File: config.mk
export PLATFORM = sky130hd
export DESIGN_NAME = parking_time_tracker
export DESIGN_NICKNAME = d
export VERILOG_FILES = /design/src/rtl/parking_time_tracker.sv
export SDC_FILE = /design/constraint.sdc
export NUM_CORES = 1
export LEC_CHECK = 0
export BUFFER_PORTS_ARGS = -buffer_cell sky130_fd_sc_hd__buf_2
export CORE_ASPECT_RATIO = 1.5
export CORE_UTILIZATION = 53
export CTS_BUF_LIST = sky130_fd_sc_hd__clkbuf_8
export DETAILED_ROUTE_END_ITERATION = 8
export PLACE_DENSITY = 0.71
export SLEW_MARGIN = 40
export SYNTH_ARGS = -nofsm -noshare
export SYNTH_HDL_FRONTEND = slang
export SYNTH_SLANG_ARGS = --single-unit
export TNS_END_PERCENT = 30
File: constraint.sdc
create_clock -name clk -period 5.8 [get_ports clk]
set_clock_uncertainty 0.15 [all_clocks]
set_input_delay 0.29 -clock clk [delete_from_list [all_inputs] [get_ports clk]]
set_output_delay 0.29 -clock clk [all_outputs]
set_load 0.01 [all_outputs]
File: src/rtl/parking_time_tracker.sv
`default_nettype none
// ============================================================================
// Module      : parking_time_tracker
// Description : Multi-slot parking duration tracker. Keeps a free-running
//               time base, stores an entry timestamp per slot and, on exit,
//               registers elapsed time = now - entry (mod 2^TIME_W) with a
//               one-cycle valid strobe. Illegal events pulse err.
//               Optional macro PARKING_SAT_EN adds a per-slot wrapped flag
//               so that stays of 2^TIME_W ticks or more report 2^TIME_W-1.
// Revision    : 1.0 - initial release
// ============================================================================
module parking_time_tracker #(
  parameter int TIME_W = 8,
  parameter int SLOTS  = 4,
  parameter int SLOT_W = 2
) (
  input  logic              clk,
  input  logic              reset,
  input  logic              tick,
  input  logic              car_in,
  input  logic [SLOT_W-1:0] slot_in,
  input  logic              car_out,
  input  logic [SLOT_W-1:0] slot_out,
  output logic [TIME_W-1:0] now,
  output logic [TIME_W-1:0] duration,
  output logic              duration_valid,
  output logic              err,
  output logic [SLOTS-1:0]  occupied,
  output logic [SLOT_W:0]   free_count
);

  localparam logic [SLOT_W:0] c_slots = (SLOT_W + 1)'(SLOTS);

  logic [TIME_W-1:0] r_now;
  logic [TIME_W-1:0] r_dur;
  logic [TIME_W-1:0] r_stamp [SLOTS];
  logic              r_dv;
  logic              r_err;
  logic [SLOTS-1:0]  r_occ;
  logic [SLOT_W:0]   r_free;

  logic [SLOTS-1:0]  w_in_hit;
  logic [SLOTS-1:0]  w_out_hit;
  logic [SLOTS-1:0]  w_in_set;
  logic [SLOTS-1:0]  w_out_clr;
  logic [SLOTS-1:0]  w_occ_next;
  logic [SLOT_W:0]   w_pop;
  logic              w_in_range;
  logic              w_in_occ;
  logic              w_out_occ;
  logic              w_same_slot;
  logic              w_exit_ok;
  logic              w_in_ok;
  logic              w_err;
  logic [TIME_W-1:0] w_now_inc;
  logic [TIME_W-1:0] w_out_stamp;
  logic [TIME_W-1:0] w_dur_mod;
  logic [TIME_W-1:0] w_dur;

  // One-hot slot decode; an index beyond SLOTS decodes to all zeros.
  genvar gi;
  generate
    for (gi = 0; gi < SLOTS; gi++) begin : g_slot
      assign w_in_hit[gi]  = (slot_in  == SLOT_W'(gi));
      assign w_out_hit[gi] = (slot_out == SLOT_W'(gi));
    end
  endgenerate

  assign w_in_range  = |w_in_hit;
  assign w_in_occ    = |(w_in_hit & r_occ);
  assign w_out_occ   = |(w_out_hit & r_occ);
  assign w_same_slot = (slot_in == slot_out);
  assign w_now_inc   = r_now + TIME_W'(1);

  // An entry onto a slot that is being vacated in the same cycle is a re-stamp.
  assign w_exit_ok  = car_out & w_out_occ;
  assign w_in_ok    = car_in & w_in_range & (~w_in_occ | (w_exit_ok & w_same_slot));
  assign w_err      = (car_out & ~w_exit_ok) | (car_in & ~w_in_ok);
  assign w_out_clr  = w_exit_ok ? w_out_hit : '0;
  assign w_in_set   = w_in_ok ? w_in_hit : '0;
  assign w_occ_next = (r_occ & ~w_out_clr) | w_in_set;

  // Select the exiting slot's timestamp and count next-cycle occupancy.
  always_comb begin
    w_out_stamp = '0;
    w_pop       = '0;
    for (int i = 0; i < SLOTS; i++) begin
      if (w_out_hit[i]) w_out_stamp = r_stamp[i];
      w_pop = w_pop + (SLOT_W + 1)'(w_occ_next[i]);
    end
  end

  assign w_dur_mod = r_now - w_out_stamp;

`ifdef PARKING_SAT_EN
  logic [SLOTS-1:0] r_wrapped;
  logic             w_out_wrapped;

  // Flag a slot once the time base comes back round to its entry stamp.
  always_ff @(posedge clk or posedge reset) begin
    if (reset) begin
      r_wrapped <= '0;
    end else begin
      for (int i = 0; i < SLOTS; i++) begin
        if (w_in_set[i] || w_out_clr[i]) begin
          r_wrapped[i] <= 1'b0;
        end else if (tick && r_occ[i] && (w_now_inc == r_stamp[i])) begin
          r_wrapped[i] <= 1'b1;
        end
      end
    end
  end

  assign w_out_wrapped = |(w_out_hit & r_wrapped);
  assign w_dur         = w_out_wrapped ? '1 : w_dur_mod;
`else
  assign w_dur = w_dur_mod;
`endif

  // Time base, exit result, error strobe and occupancy bookkeeping.
  always_ff @(posedge clk or posedge reset) begin
    if (reset) begin
      r_now  <= '0;
      r_dur  <= '0;
      r_dv   <= 1'b0;
      r_err  <= 1'b0;
      r_occ  <= '0;
      r_free <= c_slots;
    end else begin
      if (tick) r_now <= w_now_inc;
      if (w_exit_ok) r_dur <= w_dur;
      r_dv   <= w_exit_ok;
      r_err  <= w_err;
      r_occ  <= w_occ_next;
      r_free <= c_slots - w_pop;
    end
  end

  // Entry timestamps capture the pre-increment time base.
  always_ff @(posedge clk or posedge reset) begin
    if (reset) begin
      for (int i = 0; i < SLOTS; i++) r_stamp[i] <= '0;
    end else begin
      for (int i = 0; i < SLOTS; i++) begin
        if (w_in_set[i]) r_stamp[i] <= r_now;
      end
    end
  end

  assign now            = r_now;
  assign duration       = r_dur;
  assign duration_valid = r_dv;
  assign err            = r_err;
  assign occupied       = r_occ;
  assign free_count     = r_free;

endmodule
`default_nettype wire

==> flow_summary_export.csv, run 1 <==
group,metric,value,unit
status,outcome,"complete, no violations",
placement,placed_area,3070,um^2
run,maxCapViolations,0,
yosys,synth_seq_cells,57,
worst_setup_path,crit_top_cell,"ha_1",
final_layout,layout.nets,275,
power_and_ir_drop,finalPower,1.71,mW
worst_setup_path,path_max_fanout,9,
worst_setup_path,cp.arrival,2.83,ns
final_layout,fillers,411,
route,viasPerCell,5.53,
timing,relSlewSlack,0.512,
timing,layout_min_cycle_time,2.77,ns
timing,min_period_over_period,0.477,
route,first_pass_iters,4,
placement,gp_congestion,0.731,
yosys,yosys_warnings,0,
power_and_ir_drop,cellLeakagePower,1.63,nW
yosys,syn_area,2850,um^2
final_layout,utilization,0.634,
final_layout,fin_cells,327,
grt,grt_usage,0.223,
final_layout,area_growth,15.0,%
yosys,synth_cells,217,
route,vias,1809,
floorplan,die_w,61.9,um
clock_network,post_cts.repair.setup_buffers,0,
timing,max_freq,362,MHz
grt,grt_first_pass_wirelength,9090,um
worst_setup_path,reg2reg_slack,3.03,ns
route,drt_iter0_markers,51,
clock_network,cts_tree,"yes",
clock_network,path_clk_slew,0.06,ns
floorplan,io_pins,34,
yosys,synth_mux_area_frac,0.216,
final_layout,diodes,0,
clock_network,cts_inserted_buffers,9,
worst_setup_path,worstSetupStartpointType,"flop",
worst_setup_path,reg2reg_depth,9,
floorplan,num_rows,32,
placement,io_buffer_count,33,
floorplan,core,5160,um^2
worst_setup_path,max_stage_delay,0.52,ns
floorplan,die_area,5680,um^2
yosys,syn_nets,238,
yosys,ys_seq_area_frac,0.501,
worst_setup_path,crit_required,5.86,ns
timing,postLayoutSetupSlackWorst,3.03,ns
floorplan,initial_utilization,0.552,
final_layout,multi_input_area,1320,um^2
clock_network,h-tree-depth,3,
placement,hpwl,3580,um
worst_setup_path,critPathTopFamily,"adder cells",
timing,setup_viol,0,
yosys,synthXorXnorAreaFrac,0.0369,
yosys,synth_compound_area_frac,0.0742,
timing,finalHoldViolations,0,
grt,grt_pass1_vias,1907,
clock_network,cts_buffer_depth,2,
clock_network,clockRootBuffer,"clkbuf_8",
timing,final_max_slew_viol_count,0,
timing,setup-tns-final,0,ns
worst_setup_path,timing.rr.start,"occupied[3]$_DFF_PP0_",
worst_setup_path,worstPathCellList,"mux4_2 -> o31ai_4 -> nand3_2 -> nor2_4 -> a21o_1 -> fa_1 -> inv_1 -> ha_1 -> ha_1",
timing,whs,0.0126,ns
power_and_ir_drop,ir_drop,0.000258,V
worst_setup_path,crit_type,"flop to flop",
route,totalWireLength,5390,um
yosys,synth_top_family_by_area,"multiplexers",
yosys,synthSimpleGateAreaFrac,0.0795,
floorplan,die_y,91.8,um
clock_network,clk_latency,0.33,ns
clock_network,cts-hold-fix-buffers,0,
final_layout,stdcell_area,3280,um^2
clock_network,cts.sinks,57,
route,wl_per_cell,16.5,um
worst_setup_path,rr_endpoint,"free_count[1]$_DFF_PP0_",
route,antenna_left,0,
grt,grt_overflow,0,
grt,grt_max_degree,58,
worst_setup_path,slowest_stage,"mux4_2",
timing,worst_pin_slew,0.732,ns
hold_path,hp-class,"primary input to async pin",
timing,rsz0062_at_grt,"false",
yosys,postSynthAreaPerCell,13.1,um^2
power_and_ir_drop,p_per_area,522,nW/um^2
placement,place_inst,311,
route,drcViolationCount,0,
grt,antenna_found_initial,0,
clock_network,ctsResizeCount,0,
placement,place_ws,2.89,ns
final_layout,regArea,1430,um^2
final_layout,layout-drive-gt1-share,0.320,
worst_setup_path,path_buf_inv,1,
worst_setup_path,cp-end-kind,"flop",
yosys,ys_types,37,
yosys,synth_fa_ha_area_frac,0.0580,
-- how the worst max path moves through the flow --
stage | from | to | slack [ns] | cells past startpoint
2_1_floorplan | slot_out[1] | duration[6]$_DFFE_PP0N_ | 3.08 | 9
3_3_place_gp | slot_out[1] | free_count[1]$_DFF_PP0_ | 2.95 | 10
3_5_place_dp | slot_out[1] | free_count[1]$_DFF_PP0_ | 2.89 | 10
4_1_cts | occupied[3]$_DFF_PP0_ | free_count[1]$_DFF_PP0_ | 3.01 | 9
5_1_grt | occupied[3]$_DFF_PP0_ | free_count[1]$_DFF_PP0_ | 2.88 | 8
6_report | occupied[3]$_DFF_PP0_ | free_count[1]$_DFF_PP0_ | 3.03 | 9
-- synth_stat cells --
cell type,instances,share of area
o31ai_4,1,0.0075
mux2_1,16,0.063
nand3_2,1,0.0035
fa_1,2,0.014
nor2b_1,1,0.0022
xor2_1,7,0.022
a21oi_1,2,0.0035
o22ai_1,1,0.0022
nand3b_1,1,0.0026
clkbuf_1,7,0.0092
inv_1,16,0.021
nand2b_1,1,0.0022
nand3_1,1,0.0018
and2_1,1,0.0022
nor2_4,3,0.012
nand2b_4,1,0.0048
nor3_1,2,0.0035
a21o_1,3,0.0079
nand2_1,16,0.021
nand4_1,3,0.0066
nand3b_4,1,0.0070
mux2_2,8,0.032
a211oi_1,1,0.0026
mux4_2,10,0.079
o21a_1,5,0.013
o21ai_0,12,0.021
dfstp_2,1,0.0092
and3_1,1,0.0022
buf_6,1,0.0040
dfrtp_1,56,0.49
o31ai_1,4,0.011
nor2_1,6,0.0079
a21boi_0,1,0.0026
ha_1,10,0.044
xnor2_1,5,0.015
o31a_1,1,0.0031
mux2_4,8,0.042
-- per-layer routing --
layer,track usage,vias up,share of wire,routed length (um)
met5,0,-,0,0
met1,0.274,928,0.43,2300
met3,0.0663,8,0.032,172
met4,0.0667,0,0.011,59
met2,0.368,39,0.53,2860
li1,-,834,-,-
-- tightest hold or removal path, delay by kind of cell --
kind                   cells  cell delay [ns]
buffers and inverters      3             0.70
-- cells by family after synthesis --
| logic type | count (synthesis) |
|---|---|
| xor gates and xnor gates | 12 |
| AOI/OAI and AO/OA | 31 |
| buffers and inverters | 24 |
| adders and majority gates | 12 |
| DFF | 57 |
| and+or+nand+nor | 39 |
| muxes | 42 |
-- flip-flops by register name, summed over array words and instances (netlist names) --
name,flops
r_stamp,32
free_count,3
err,1
duration,8
occupied,4
now,8
duration_valid,1
-- placed cells by master, fill, tap and decap left out, drive strengths merged, types with 7 or more instances in the layout --
cell    count
mux4       10
nand2      16
clkbuf     12
mux2       32
dfrtp      56
nor2        9
o21ai      12
ha         10
inv        18
buf        34
xor2        7
-- final cells by class --
class / instances / share of cell area
Sequential cell: 57 / 0.436
Inverter: 16 / 0.0183
Clock buffer: 12 / 0.0504
Multi-Input combinational cell: 136 / 0.404
Timing Repair Buffer: 34 / 0.0527
Tap cell: 68 / 0.0260
Clock inverter: 4 / 0.0130
-- report_power, final --
part,total [mW],switching (mW),leakage [nW],internal (mW)
Combinational,0.651,0.316,0.795,0.336
Sequential,0.681,0.128,0.716,0.553
Clock,0.378,0.149,0.115,0.230
No activity file was read; power rests on OpenSTA's default activity.
==> run 2, diff against run 1 <==
--- a/config.mk
+++ b/config.mk
@@ -5,12 +5,13 @@
 export SDC_FILE = /design/constraint.sdc
 export NUM_CORES = 1
 export LEC_CHECK = 0
+export ABC_AREA = 1
 export BUFFER_PORTS_ARGS = -buffer_cell sky130_fd_sc_hd__buf_2
 export CORE_ASPECT_RATIO = 1.5
 export CORE_UTILIZATION = 53
 export CTS_BUF_LIST = sky130_fd_sc_hd__clkbuf_8
 export DETAILED_ROUTE_END_ITERATION = 8
-export PLACE_DENSITY = 0.71
+export PLACE_DENSITY = 0.73
 export SLEW_MARGIN = 40
 export SYNTH_ARGS = -nofsm -noshare
 export SYNTH_HDL_FRONTEND = slang
==> constraint.sdc (replaced) <==
create_clock -name clk -period 2.44 [get_ports clk]
set_clock_uncertainty 0.15 [all_clocks]
set_input_delay 0.122 -clock clk [delete_from_list [all_inputs] [get_ports clk]]
set_output_delay 0.122 -clock clk [all_outputs]
set_load 0.01 [all_outputs]
==> run 2 against run 1 <==
Against the previous run:
- critical path type unchanged
- highest routed layer unchanged
- clock power increased by 97%
- total power increased to 2.5 times the previous value
- via count rose by 54%
- sequential share of layout area fell by 5.3 points
- sequential power up 140%
- area after synthesis is 11% higher
- global-route usage rose by 5.9 points
- utilization grew 0.96 points
- maximum frequency grew 19%
- first-iteration DRC count rose to 2.8 times the previous value
- die area is 11% higher
- critical endpoint unchanged
==> flow_summary_export.csv, run 2 <==
group,metric,value,unit
power_and_ir_drop,p_sw_frac,0.424,
final_layout,layout.nets,449,
timing,relSlewSlack,0.561,
clock_network,path_clk_slew,0.07,ns
clock_network,cts_tree,"yes",
grt,grtUsageMet3,0.0460,
worst_setup_path,crit_type,"flop to flop",
final_layout,diodes,0,
placement,place_ws,0.0328,ns
yosys,postSynthAreaPerCell,8.65,um^2
clock_network,h-tree-depth,3,
yosys,synth_seq_cells,57,
final_layout,area_growth,17.3,%
grt,met1_usage,0.349,
clock_network,cts_buffer_depth,2,
floorplan,num_rows,34,
grt,grt_overflow,0,
run,maxCapViolations,0,
worst_setup_path,reg2reg_depth,12,
route,viasPerCell,5.51,
grt,top_usage_layer,"met2",
yosys,synth_fa_ha_area_frac,0.0520,
power_and_ir_drop,seqPwrFrac,0.377,
floorplan,core,5790,um^2
placement,gp_congestion,0.962,
yosys,synth_top_area_frac,0.441,
route,totalWireLength,8040,um
floorplan,initial_utilization,0.549,
worst_setup_path,rr_endpoint,"free_count[1]$_DFF_PP0_",
clock_network,clockRootBuffer,"clkbuf_8",
floorplan,io_pins,34,
yosys,synthSimpleGateAreaFrac,0.337,
route,wl_per_cell,15.9,um
power_and_ir_drop,clockPowerShare,0.172,
clock_network,cts_inserted_buffers,9,
worst_setup_path,crit_required,2.51,ns
timing,rsz0062_at_grt,"false",
final_layout,layout_common_cells,"nand2_1 (124), dfrtp_1 (56), nand4_1 (36)",
hold_path,holdPathEnd,"r_stamp[7]$_DFFE_PP0P_",
worst_setup_path,cp-end-kind,"flop",
floorplan,die_y,96.8,um
yosys,synth_compound_area_frac,0.0599,
timing,finalHoldViolations,0,
yosys,async_flop_share,1.00,
power_and_ir_drop,p_per_area,1160,nW/um^2
hold_path,min_delay_path_depth,3,
timing,worst_pin_slew,0.657,ns
route,first_pass_iters,5,
yosys,yosys-top-cells-count,"nand2_1 (125), dfrtp_1 (56), nand4_1 (36)",
yosys,synth_top_family_by_area,"simple AND/OR/NAND/NOR gates",
final_layout,regMostFlops,"r_stamp",
yosys,syn_area,3180,um^2
worst_setup_path,worstSetupStartpointType,"flop",
worst_setup_path,path_max_fanout,9,
route,antenna_left,0,
grt,grt_usage,0.282,
final_layout,layout-drive-gt1-share,0.245,
yosys,synth_area_leaders,"dfrtp_1 (44%), nand2_1 (15%), nand4_1 (7.1%)",
worst_setup_path,timing.rr.start,"occupied[1]$_DFF_PP0_",
yosys,synth_cells,367,
timing,min_period_over_period,0.956,
yosys,ys.flop_type,"dfrtp_1",
final_layout,largest_reg_flops,32,
worst_setup_path,cp.arrival,2.40,ns
timing,final_max_slew_viol_count,0,
timing,setup_viol,0,
floorplan,die_area,6310,um^2
timing,layout_min_cycle_time,2.33,ns
grt,grt_first_pass_wirelength,13400,um
floorplan,die_w,65.2,um
clock_network,clk_latency,0.34,ns
grt,antenna_found_initial,0,
yosys,yosysMostFrequentCell,"nand2_1",
timing,postLayoutSetupSlackWorst,0.106,ns
route,drcViolationCount,0,
power_and_ir_drop,ir_drop,0.000694,V
yosys,synth_mux_area_frac,0,
yosys,synthXorXnorAreaFrac,0.0221,
placement,io_buffer_count,33,
clock_network,cts.sinks,57,
status,outcome,"complete, no violations",
route,vias,2783,
route,drt_iter0_markers,143,
hold_path,hold_start,"car_in",
worst_setup_path,reg2reg_slack,0.11,ns
power_and_ir_drop,pwr-share-comb,0.451,
final_layout,final_common_cell,"nand2_1",
grt,grt_max_degree,32,
grt,grt_pass1_vias,2662,
grt,use_met2,0.469,
hold_path,hp-class,"primary input to flop",
yosys,synth_enable_flop_cells,0,
yosys,syn_nets,388,
timing,max_freq,428,MHz
yosys,ys_types,37,
yosys,ys_seq_area_frac,0.450,
power_and_ir_drop,p_sw,1.83,mW
power_and_ir_drop,power.internal,2.49,mW
power_and_ir_drop,cellLeakagePower,1.97,nW
placement,hpwl,5890,um
yosys,yosysTopAreaCell,"dfrtp_1",
timing,setup-tns-final,0,ns
yosys,yosys_warnings,0,
==> run 2: cell count changes after synthesis, sizes merged, moves of 10 or more <==
cell | previous run | this run
nand3 | 2 | 26
mux2 | 32 | 0
nand2 | 16 | 132
buf | 1 | 13
mux4 | 10 | 0
nand4 | 3 | 37
inv | 16 | 32
==> run 2: per-stage QoR <==
step | hold slack, ns | instances | utilization | power (mW) | area (um^2)
floorplan | 0.0591 | 367 | - | 2.90 | 3180
CTS | 0.0186 | 504 | 0.642 | 4.31 | 3720
global placement | 0.102 | 485 | 0.609 | 3.50 | 3520
global route | 0.0369 | 505 | 0.644 | 4.70 | 3730
detailed placement | 0.106 | 485 | 0.609 | 3.56 | 3520
finish | 0.0329 | 505 | 0.644 | 4.32 | 3730
==> run 2: kinds of logic after synthesis <==
group | count (synthesis)
AOI/OAI and AO/OA | 34
xor gates and xnor gates | 8
adders and majority gates | 12
buffers and inverters | 47
DFF | 57
and+or+nand+nor | 209
==> run 2: critical path: stages, from the launching register on <==
cell and delay [ns]:
dfrtp_1 0.39, nand3_1 0.09, nand2_1 0.10, inv_4 0.07
nand2_4 0.05, nand3_4 0.08, nand2_8 0.10, nand3_4 0.08
nand2_2 0.08, fa_1 0.54, inv_1 0.05, ha_1 0.18
ha_1 0.27
==> run 2: what timing repair did <==
action,in CTS,in global routing
resized for setup,0,2
hold buffers,3,0
setup buffers,0,1
setup endpoints to repair,0,1
hold endpoints to repair,32,0
==> run 2: how the worst max path moves through the flow <==
| stage | startpoint | to | slack [ns] | depth (start not counted) |
|---|---|---|---|---|
| 2_1_floorplan | occupied[1]$_DFF_PP0_ | free_count[1]$_DFF_PP0_ | 0.1 | 12 |
| 4_1_cts | occupied[1]$_DFF_PP0_ | free_count[1]$_DFF_PP0_ | 0.09 | 12 |
| 6_report | occupied[1]$_DFF_PP0_ | free_count[1]$_DFF_PP0_ | 0.11 | 12 |
| 3_3_place_gp | slot_in[0] | free_count[1]$_DFF_PP0_ | 0.11 | 12 |
| 5_1_grt | occupied[1]$_DFF_PP0_ | free_count[1]$_DFF_PP0_ | 0.01 | 12 |
| 3_5_place_dp | slot_out[1] | duration[6]$_DFFE_PP0N_ | 0.03 | 13 |
==> run 2: area by class of cell <==
cell class,instances,area (um^2)
clock buffer,9,124
clock inverter,7,38.8
fill,495,2060
inverter,33,130
multi-input combinational,263,1500
sequential,57,1430
tap,72,90.1
timing repair buffer,64,418
==> run 2: metal layers <==
| layer | vias to the layer above | wire, um |
|---|---|---|
| li1 | 1340 | - |
| met1 | 1329 | 3160 |
| met2 | 96 | 4210 |
| met3 | 18 | 415 |
| met4 | 0 | 260 |
| met5 | - | 0 |
==> run 2: power groups by stage <==
stage | Combinational, mW | Clock [mW] | Sequential [mW]
finish | 1.95 | 0.744 | 1.63
global route | 2.24 | 0.800 | 1.66
CTS | 1.94 | 0.754 | 1.62
detailed placement | 1.93 | 0 | 1.63
global placement | 1.88 | 0 | 1.62
floorplan | 1.24 | 0 | 1.66
==> run 3, diff against run 2 <==
--- a/config.mk
+++ b/config.mk
@@ -12,6 +12,7 @@
 export CTS_BUF_LIST = sky130_fd_sc_hd__clkbuf_8
 export DETAILED_ROUTE_END_ITERATION = 8
 export PLACE_DENSITY = 0.73
+export REMOVE_ABC_BUFFERS = 1
 export SLEW_MARGIN = 40
 export SYNTH_ARGS = -nofsm -noshare
 export SYNTH_HDL_FRONTEND = slang
==> run 3 against run 2 <==
Against the previous run:
- register-to-register slack about the same
- final cell count decreased by 0.99%
- sequential power hardly changed
- setup slack lost 0.0067 ns
- sequential share of layout area is 0.29 points lower
- first-iteration DRC count up 24%
- combinational power fell by 4%
==> flow_summary_export.csv, run 3 (synthesis results as in run 2) <==
group,metric,value,unit
placement,hpwl,5750,um
grt,grt_first_pass_wirelength,13400,um
clock_network,cts_buffer_depth,2,
grt,antenna_found_initial,0,
hold_path,hp-class,"primary input to flop",
power_and_ir_drop,p_per_area,1240,nW/um^2
clock_network,h-tree-depth,3,
final_layout,largest_reg_flops,32,
floorplan,die_y,96.8,um
timing,worst_pin_slew,0.651,ns
final_layout,fillers,499,
worst_setup_path,critPathTopFamily,"adder cells",
route,first_pass_iters,5,
timing,finalHoldViolations,0,
route,drt_iter0_markers,177,
grt,grtUsageMet3,0.0578,
floorplan,die_w,65.2,um
worst_setup_path,worstPathCellList,"nand3_1 -> nand2_1 -> inv_2 -> nand2_4 -> nand2_1 -> o21ai_0 -> nand2_1 -> fa_1 -> inv_1 -> ha_1 -> ha_1",
final_layout,layout.nets,444,
worst_setup_path,crit_top_cell,"nand2_1",
run,maxCapViolations,0,
final_layout,final_common_cell,"nand2_1",
clock_network,clockRootBuffer,"clkbuf_8",
timing,layout_min_cycle_time,2.34,ns
grt,use_met2,0.469,
worst_setup_path,cp-end-kind,"flop",
clock_network,ctsResizeCount,0,
timing,max_freq,427,MHz
worst_setup_path,worstSetupStartpointType,"flop",
timing,whs,0.0253,ns
final_layout,diodes,0,
timing,min_period_over_period,0.959,
clock_network,cts_inserted_buffers,9,
route,wl_per_cell,16.2,um
route,antenna_left,0,
floorplan,die_area,6310,um^2
worst_setup_path,path_buf_inv,2,
worst_setup_path,path_max_fanout,4,
worst_setup_path,slowest_stage,"fa_1",
clock_network,cts_tree,"yes",
final_layout,area_growth,18.2,%
grt,grt_pass1_vias,2790,
final_layout,regMostFlops,"r_stamp",
grt,grt_overflow,0,
floorplan,initial_utilization,0.549,
worst_setup_path,cp.arrival,2.42,ns
floorplan,io_pins,34,
final_layout,layout_common_cells,"nand2_1 (125), dfrtp_1 (56), nand4_1 (36)",
placement,io_buffer_count,33,
worst_setup_path,crit_type,"flop to flop",
route,vias,2805,
status,outcome,"complete, no violations",
grt,grt_max_degree,35,
clock_network,clk_latency,0.35,ns
timing,setup_viol,0,
route,drcViolationCount,0,
worst_setup_path,max_stage_delay,0.55,ns
route,viasPerCell,5.61,
grt,top_usage_layer,"met2",
timing,postLayoutSetupSlackWorst,0.0994,ns
worst_setup_path,crit_required,2.52,ns
timing,relSlewSlack,0.566,
clock_network,path_clk_slew,0.07,ns
floorplan,core,5790,um^2
timing,final_max_slew_viol_count,0,
power_and_ir_drop,cellLeakagePower,1.98,nW
final_layout,layout-drive-gt1-share,0.234,
power_and_ir_drop,ir_drop,0.000924,V
placement,gp_congestion,0.906,
timing,rsz0062_at_grt,"false",
grt,grt_usage,0.284,
route,totalWireLength,8120,um
grt,met1_usage,0.349,
floorplan,num_rows,34,
placement,place_ws,0.0652,ns
clock_network,cts.sinks,57,
## run 3: cell count changes in the layout (fill, tap and decap cells not counted), sizes merged
cell / delta
clkbuf: +1
clkinvlp: -1
bufinv: +3
clkinv: -3
buf: -5
## run 3: worst paths after layout
| path | startpoint | endpoint | slack, ns | cells after the start |
|---|---|---|---|---|
| max in group asynchronous | reset | free_count[2]$_DFF_PP1_ | 1.14 | 4 |
| worst max register to register | occupied[3]$_DFF_PP0_ | free_count[1]$_DFF_PP0_ | 0.1 | 11 |
| worst min-delay path | car_in | occupied[2]$_DFF_PP0_ | 0.03 | 3 |
| worst max-delay path | occupied[3]$_DFF_PP0_ | free_count[1]$_DFF_PP0_ | 0.1 | 11 |
| worst min register to register | r_stamp[22]$_DFFE_PP0P_ | r_stamp[22]$_DFFE_PP0P_ | 0.32 | 2 |
| min in group asynchronous | reset | duration[5]$_DFFE_PP0N_ | 0.26 | 3 |
## run 3: worst min-delay path: cells and delay by family
family,cells,cell delay (ns)
and+or+nand+nor,2,0.17
buffers and inverters,1,0.17
## run 3: report_power, final
part	switching, mW	leakage [nW]	internal (mW)
registers	0.322	0.714	1.34
clock network	0.404	0.124	0.700
logic	1.11	1.15	0.768
total	1.83	1.98	2.81
## run 3: layout make-up
class	instances	area [um^2]	share of cell area
timing repair buffer	59	368	0.0980
tap	72	90.1	0.0240
sequential	57	1430	0.380
multi-input combinational	263	1500	0.398
clock buffer	10	138	0.0367
clock inverter	6	106	0.0283
inverter	33	130	0.0347
## run 3: timing repair
item	in CTS	in global routing
endpoints found under the hold margin	33	0
buffers inserted	0	1
hold buffers	3	0
setup endpoints to repair	0	1
## run 3: metrics by stage
step | area [um^2] | utilization | TNS, ns | power [mW] | cells
after global placement | 3470 | 0.600 | 0 | 3.45 | 480
after floorplan | 3050 | - | -0.0156 | 2.82 | 353
after detailed placement | 3470 | 0.600 | 0 | 3.53 | 480
after global routing | 3750 | 0.649 | 0 | 4.96 | 500
final | 3750 | 0.649 | 0 | 4.64 | 500
after CTS | 3750 | 0.648 | 0 | 4.64 | 499
## run 3: routing by layer
metal  part of all wire  wire length, um
met1               0.39             3180
met2               0.53             4280
met3              0.059              478
met4              0.022              182
met5                  0                0
